File: config.mk
export PLATFORM = sky130hd
export DESIGN_NAME = alu_muldiv
export DESIGN_NICKNAME = d
export VERILOG_FILES = /design/src/rtl/alu_muldiv.sv
export SDC_FILE = /design/constraint.sdc
export NUM_CORES = 1
export LEC_CHECK = 0
export ABC_AREA = 1
export CORE_AREA = 2 2 237 239
export CTS_CLUSTER_SIZE = 20
export DETAILED_ROUTE_END_ITERATION = 10
export DIE_AREA = 0 0 239 241
export MAX_ROUTING_LAYER = met4
export SLEW_MARGIN = 5
export SYNTH_ARGS = -nofsm -noshare
export SYNTH_HDL_FRONTEND = slang
export SYNTH_SLANG_ARGS = --single-unit
File: constraint.sdc
create_clock -name clk -period 3.16 [get_ports clk]
set_input_delay 0.632 -clock clk [delete_from_list [all_inputs] [get_ports clk]]
set_output_delay 0.632 -clock clk [all_outputs]
set_load 0.01 [all_outputs]
File: src/rtl/alu_muldiv.sv
// Iterative integer multiply/divide unit (MULU, MUL, DIVU, DIV) with selectable operand width.
// Latency: done on the (N/STEP+2)th ce edge after start; divide-by-zero and DIVU overflow finish on the 2nd.
// Backpressure: none; ce=0 freezes all state, and a start seen while busy is dropped.
module alu_muldiv #(
    parameter int W    = 16,
    parameter int STEP = 1
) (
    input  logic           clk,
    input  logic           reset_n,
    input  logic           ce,
    input  logic           start,
    input  logic [1:0]     op,
    input  logic           wide,
    input  logic [2*W-1:0] ta,
    input  logic [W-1:0]   tb,
    output logic [W-1:0]   result_lo,
    output logic [W-1:0]   result_hi,
    output logic           cy,
    output logic           v,
    output logic           busy,
    output logic           done,
    output logic           div_err
);
    localparam int H  = W / 2;
    localparam int CW = $clog2(W / STEP + 1);

    typedef enum logic [1:0] {IDLE, SETUP, ITER, FIX} state_t;
    state_t state;

    logic [1:0]     op_q;
    logic           wide_q;
    logic [2*W-1:0] ta_q;
    logic [W-1:0]   tb_q;
    logic [2*W-1:0] prod, mc;
    logic [W-1:0]   mp, rem, quo, dvs;
    logic           neg_q, neg_r, err_q;
    logic [CW-1:0]  cnt;

    // operand preparation and sign-correction logic
    logic           sgn, a_s, b_s, d_s, hi_ovf, div_early, lo_msb, mul_ovf, q_err, fix_err;
    logic [W-1:0]   mask_n, a_n, b_n, a_mag, b_mag, d_hi, d_lo, lim;
    logic [W-1:0]   mul_lo, mul_hi, q_fix, r_fix;
    logic [2*W-1:0] mask_2n, d2, d_mag, p_fix;
    logic [CW-1:0]  iter_cnt;

    always_comb begin
        mask_n   = wide_q ? {W{1'b1}} : {{(W-H){1'b0}}, {H{1'b1}}};
        mask_2n  = wide_q ? {(2*W){1'b1}} : {{W{1'b0}}, {W{1'b1}}};
        iter_cnt = wide_q ? CW'(W / STEP) : CW'(H / STEP);
        sgn      = op_q[0];

        a_n   = ta_q[W-1:0] & mask_n;
        b_n   = tb_q & mask_n;
        a_s   = sgn & (wide_q ? ta_q[W-1] : ta_q[H-1]);
        b_s   = sgn & (wide_q ? tb_q[W-1] : tb_q[H-1]);
        a_mag = a_s ? ((-a_n) & mask_n) : a_n;
        b_mag = b_s ? ((-b_n) & mask_n) : b_n;

        d2    = ta_q & mask_2n;
        d_s   = sgn & (wide_q ? ta_q[2*W-1] : ta_q[W-1]);
        d_mag = d_s ? ((-d2) & mask_2n) : d2;
        d_hi  = wide_q ? d_mag[2*W-1:W] : {{(W-H){1'b0}}, d_mag[W-1:H]};
        d_lo  = wide_q ? d_mag[W-1:0]   : {{(W-H){1'b0}}, d_mag[H-1:0]};
        // A high half >= divisor means the quotient cannot fit in N bits.
        hi_ovf    = (d_hi >= b_mag);
        div_early = (b_n == '0) || (!sgn && hi_ovf);

        p_fix   = neg_q ? ((-prod) & mask_2n) : prod;
        mul_lo  = wide_q ? p_fix[W-1:0]   : {{(W-H){1'b0}}, p_fix[H-1:0]};
        mul_hi  = wide_q ? p_fix[2*W-1:W] : {{(W-H){1'b0}}, p_fix[W-1:H]};
        lo_msb  = wide_q ? mul_lo[W-1] : mul_lo[H-1];
        mul_ovf = sgn ? (mul_hi != (lo_msb ? mask_n : '0)) : (mul_hi != '0);

        q_fix   = neg_q ? ((-quo) & mask_n) : quo;
        r_fix   = neg_r ? ((-rem) & mask_n) : rem;
        lim     = wide_q ? (W'(1) << (W - 1)) : (W'(1) << (H - 1));
        q_err   = sgn && (neg_q ? (quo > lim) : (quo >= lim));
        fix_err = op_q[1] && (err_q || q_err);
    end

    // STEP bits of shift-add and restoring shift-subtract per ITER edge
    logic [2*W-1:0] prod_nx, mc_nx;
    logic [W-1:0]   mp_nx, rem_nx, quo_nx;
    logic [W:0]     sh;

    always_comb begin
        prod_nx = prod;
        mc_nx   = mc;
        mp_nx   = mp;
        rem_nx  = rem;
        quo_nx  = quo;
        sh      = '0;
        for (int s = 0; s < STEP; s++) begin
            if (mp_nx[0])
                prod_nx = prod_nx + mc_nx;
            mc_nx  = mc_nx << 1;
            mp_nx  = mp_nx >> 1;
            sh     = {rem_nx, (wide_q ? quo_nx[W-1] : quo_nx[H-1])};
            quo_nx = (quo_nx << 1) & mask_n;
            if (sh >= {1'b0, dvs}) begin
                sh        = sh - {1'b0, dvs};
                quo_nx[0] = 1'b1;
            end
            rem_nx = sh[W-1:0];
        end
    end

    always_ff @(posedge clk or negedge reset_n) begin
        if (!reset_n) begin
            state     <= IDLE;
            op_q      <= '0;
            wide_q    <= 1'b0;
            ta_q      <= '0;
            tb_q      <= '0;
            prod      <= '0;
            mc        <= '0;
            mp        <= '0;
            rem       <= '0;
            quo       <= '0;
            dvs       <= '0;
            neg_q     <= 1'b0;
            neg_r     <= 1'b0;
            err_q     <= 1'b0;
            cnt       <= '0;
            result_lo <= '0;
            result_hi <= '0;
            cy        <= 1'b0;
            v         <= 1'b0;
            busy      <= 1'b0;
            done      <= 1'b0;
            div_err   <= 1'b0;
        end else if (ce) begin
            done <= 1'b0;
            case (state)
                IDLE: begin
                    if (start) begin
                        op_q    <= op;
                        wide_q  <= wide;
                        ta_q    <= ta;
                        tb_q    <= tb;
                        busy    <= 1'b1;
                        div_err <= 1'b0;
                        state   <= SETUP;
                    end
                end
                SETUP: begin
                    cnt   <= iter_cnt;
                    neg_r <= d_s;
                    prod  <= '0;
                    if (op_q[1]) begin
                        rem   <= d_hi;
                        quo   <= d_lo;
                        dvs   <= b_mag;
                        neg_q <= d_s ^ b_s;
                        // Early errors skip ITER so done lands on the 2nd edge.
                        err_q <= div_early || (sgn && hi_ovf);
                        state <= div_early ? FIX : ITER;
                    end else begin
                        mc    <= {{W{1'b0}}, a_mag};
                        mp    <= b_mag;
                        neg_q <= a_s ^ b_s;
                        err_q <= 1'b0;
                        state <= ITER;
                    end
                end
                ITER: begin
                    prod <= prod_nx;
                    mc   <= mc_nx;
                    mp   <= mp_nx;
                    rem  <= rem_nx;
                    quo  <= quo_nx;
                    cnt  <= cnt - 1'b1;
                    if (cnt == CW'(1))
                        state <= FIX;
                end
                FIX: begin
                    if (fix_err) begin
                        div_err <= 1'b1;
                    end else if (op_q[1]) begin
                        result_lo <= q_fix;
                        result_hi <= r_fix;
                        cy        <= 1'b0;
                        v         <= 1'b0;
                    end else begin
                        result_lo <= mul_lo;
                        result_hi <= mul_hi;
                        cy        <= mul_ovf;
                        v         <= mul_ovf;
                    end
                    done  <= 1'b1;
                    busy  <= 1'b0;
                    state <= IDLE;
                end
                default: state <= IDLE;
            endcase
        end
    end
endmodule
==> results of run 1 <==
## through the flow
step	util, %	worst slack [ns]	hold WS (ns)
finish	36.1	0.0727	0.475
global route	36.1	-0.148	0.511
CTS	35.7	0.0154	0.483
detailed placement	33.8	0.00632	0.468
global placement	33.8	0.0269	0.460
floorplan	-	0.210	0.336
## routing by layer
layer | global-route usage, % | wire [um] | vias to the layer above
li1 | - | - | 8137
met1 | 28.3 | 26800 | 7925
met4 | 3.75 | 1020 | 0
met5 | - | 0 | -
met3 | 1.81 | 3150 | 66
met2 | 31.3 | 25000 | 559
## placed cells by master, fill, tap and decap left out, drive strengths merged, types with 5 or more instances in the layout
cell type and n:
nand2 596, o21ai 270, inv 260, dfrtp 225
nor2 207, nand3 181, a21oi 143, buf 107
clkdlybuf4s50 90, ha 77, xor2 49, clkbuf 42
nand4 34, a31oi 29, o211ai 27, nor3 26
o22ai 16, a22oi 14, xnor2 13, or2 13
clkinv 13, o21bai 11, o221ai 9, a21o 8
o21a 8, o31ai 6, nor4 5, nand3b 5
a21boi 5
## path summary, 6_finish.rpt
check	endpoint	startpoint	cells after the start	slack, ns
setup reg to reg	err_q	ta_q[0]	21	0.07
max in group asynchronous	tb_q[6]	reset_n	3	1.72
min in group asynchronous	mc[27]	reset_n	2	0.56
setup / recovery	err_q	ta_q[0]	21	0.07
hold / removal	result_lo[12]	result_lo[12]	2	0.47
hold reg to reg	result_lo[12]	result_lo[12]	2	0.47
## state kept, by name, summed over array words and instances (netlist names), 2 cells and up
name and cells:
cnt 5, dvs 16, mc 32, mp 16, op_q 2, prod 32, quo 16, rem 16
result_hi 16, result_lo 16, state 2, ta_q 32, tb_q 16
## synth_stat cells, drive strengths merged, types with 3 or more instances
library cell / number
a221oi: 3
nand3: 181
o31ai: 6
clkinv: 5
buf: 45
o211ai: 27
dfrtp: 225
o21a: 8
nor4: 5
o21ai: 270
nor3: 26
inv: 258
nand3b: 5
clkbuf: 45
a31oi: 29
nor2: 207
nand4: 34
ha: 77
o21bai: 11
nand2: 596
a21o: 8
a22oi: 14
xnor2: 13
a21oi: 143
or2: 13
o221ai: 9
xor2: 49
o22ai: 16
a21boi: 5
## where the power goes
group / internal, mW / total [mW] / switching (mW)
clock network: 2.02 / 3.45 / 1.43
registers: 4.14 / 5.55 / 1.41
logic: 5.92 / 16.1 / 10.2
## kinds of logic after synthesis
logic type                 after synthesis
DFF                                    225
AOI/OAI and AO/OA                      557
buffers and inverters                  353
adders and majority gates               79
muxes                                    1
and+or+nand+nor                       1071
xor gates and xnor gates                62
## area by class of cell
| type | count | area [sq um] | area share, % |
|---|---|---|---|
| clock inverter | 15 | 169 | 0.853 |
| timing repair buffer | 199 | 1850 | 9.34 |
| inverter | 263 | 987 | 4.99 |
| tap | 704 | 881 | 4.45 |
| multi-input combinational | 1770 | 9450 | 47.7 |
| clock buffer | 41 | 832 | 4.20 |
| sequential | 225 | 5630 | 28.4 |
## timing repair
| action | in CTS | in global routing |
|---|---|---|
| pin swaps | 0 | 22 |
| setup endpoints to repair | 1 | 6 |
| endpoints found under the hold margin | 43 | 0 |
| hold buffers | 1 | 0 |
| setup buffers | 0 | 7 |
| gates resized for setup | 1 | 38 |
| gates cloned | 0 | 1 |
## tightest hold or removal path, cell delays in order, from the launching register on
cell,delay (ns)
dfrtp_1,0.34
nand2_1,0.05
nand2_1,0.05
==> impl_metrics.json, run 1 <==
{
  "antenna_found_initial": 0,
  "rsz0062_at_grt": "true",
  "synth_top_area_share_pct": 34.5,
  "stdcell_area_sq_um": 19800,
  "criticalPathCategory": "register to register",
  "synth-edff-count": 0,
  "hold_class": "register to register",
  "nets": 2623,
  "gp_congestion": 0.940,
  "placed_cells": 3152,
  "drv_slew": 0,
  "placed_cell_area_sq_um": 18600,
  "clk_path_buf_depth": 3,
  "synth_area_leader_cell": "dfrtp_1",
  "io_pins": 92,
  "h-tree-depth": 1,
  "synth_compound_area_share_pct": 19.4,
  "setup_violations": 0,
  "dieArea_sq_um": 57600,
  "endpoint_kind": "register",
  "tns_ns": 0,
  "root_buffer": "clkbuf_16",
  "dieHeight_um": 241,
  "cts_sinks": 225,
  "synth-main-ff-cell": "dfrtp_1",
  "synth_top_family_by_area": "simple AND/OR/NAND/NOR gates",
  "synth_simple_gate_area_share_pct": 28.0,
  "ys_ff_latch": 225,
  "ys_warn_count": 0,
  "critPathArrivalTime_ns": 3.56,
  "wl_per_cell_um": 17.4,
  "postSynthCellCount": 2348,
  "fin_cells": 3217,
  "tightest_slew_ns": 0.770,
  "insertion_delay_ns": 0.60,
  "fp.coreArea_sq_um": 54900,
  "fill_cells": 5803,
  "slowest_stage": "dfrtp_1",
  "fmax_ghz": 0.324,
  "initial_core_util_pct": 29.7,
  "io_buffers": 91,
  "antenna_left": 0,
  "leakagePower_nw": 9.22,
  "grt.overflow.total": 0,
  "timing.final.crit_share_pct": 97.7,
  "grt_pass1_vias": 16000,
  "clkTransAtPathRegs_ns": 0.07,
  "grt_max_degree": 95,
  "power_mw": 25.1,
  "first_iter_violations": 1480,
  "vias": 16700,
  "syn_to_final_growth_pct": 21.3,
  "critPathLaunchType": "register",
  "numCtsBuffers": 30,
  "first_pass_iters": 5,
  "outcome": "finished clean",
  "critical_path.max_stage_delay_ns": 0.37,
  "ir_drop_mv": 0.561,
  "powerDensity_nw_per_um2": 1270,
  "slew_headroom_pct": 48.5,
  "path_max_fanout": 4,
  "wirelength_um": 56000,
  "synth-adder-area-share_pct": 6.15,
  "insertedDiodeCount": 0,
  "layout_min_cycle_time_ns": 3.09,
  "syn_nets": 2482,
  "synthMuxAreaShare_pct": 0.0690,
  "grt_use_total_pct": 20.0,
  "die_x_um": 239,
  "crit_top_cell": "nor2_4",
  "cts_tree": "built",
  "drv_cap": 0,
  "finalHoldViolCount": 0,
  "path_cells": "inv_2 > ha_4 > nand2_4 > nor2_4 > inv_2 > nor2_4 > nand2_2 > buf_6 > nor2_4 > a31oi_1 > o21ai_0 > a21oi_1 > ha_1 > a21o_1 > a221oi_2 > nor2_1 > nor2_1 > nand3_2 > buf_4 > a21oi_2 > o22ai_1",
  "path_buf_inv": 4,
  "ys_types": 56,
  "dp_hpwl_um": 44000,
  "critPathTopFamily": "compound AO/OA/AOI/OAI gates",
  "avgSynthCellArea_sq_um": 6.95,
  "ys_seq_area_share_pct": 34.5,
  "drc": 0,
  "async_flop_share_pct": 100,
  "rows": 86,
  "grt_pass1_wl_um": 88900,
  "synth_xor_area_share_pct": 3.33,
  "clock_skew_ns": 0.0315,
  "crit_required_ns": 3.63,
  "vias_per_cell": 5.19,
  "syn-cell-area_sq_um": 16300,
  "synth_area_leaders": "dfrtp_1 34%, nand2_1 14%, o21ai_0 7.9%",
  "drive_gt1_share_pct": 9.91
}
Power figures use the tool's default switching activity.
==> inputs of run 2 (changes only) <==
--- a/config.mk
+++ b/config.mk
@@ -6,6 +6,7 @@
 export NUM_CORES = 1
 export LEC_CHECK = 0
 export ABC_AREA = 1
+export CAP_MARGIN = 30
 export CORE_AREA = 2 2 237 239
 export CTS_CLUSTER_SIZE = 20
 export DETAILED_ROUTE_END_ITERATION = 10
==> results of run 2 <==
Same layout as run 1: the final DEF is identical, and so are final timing and power.
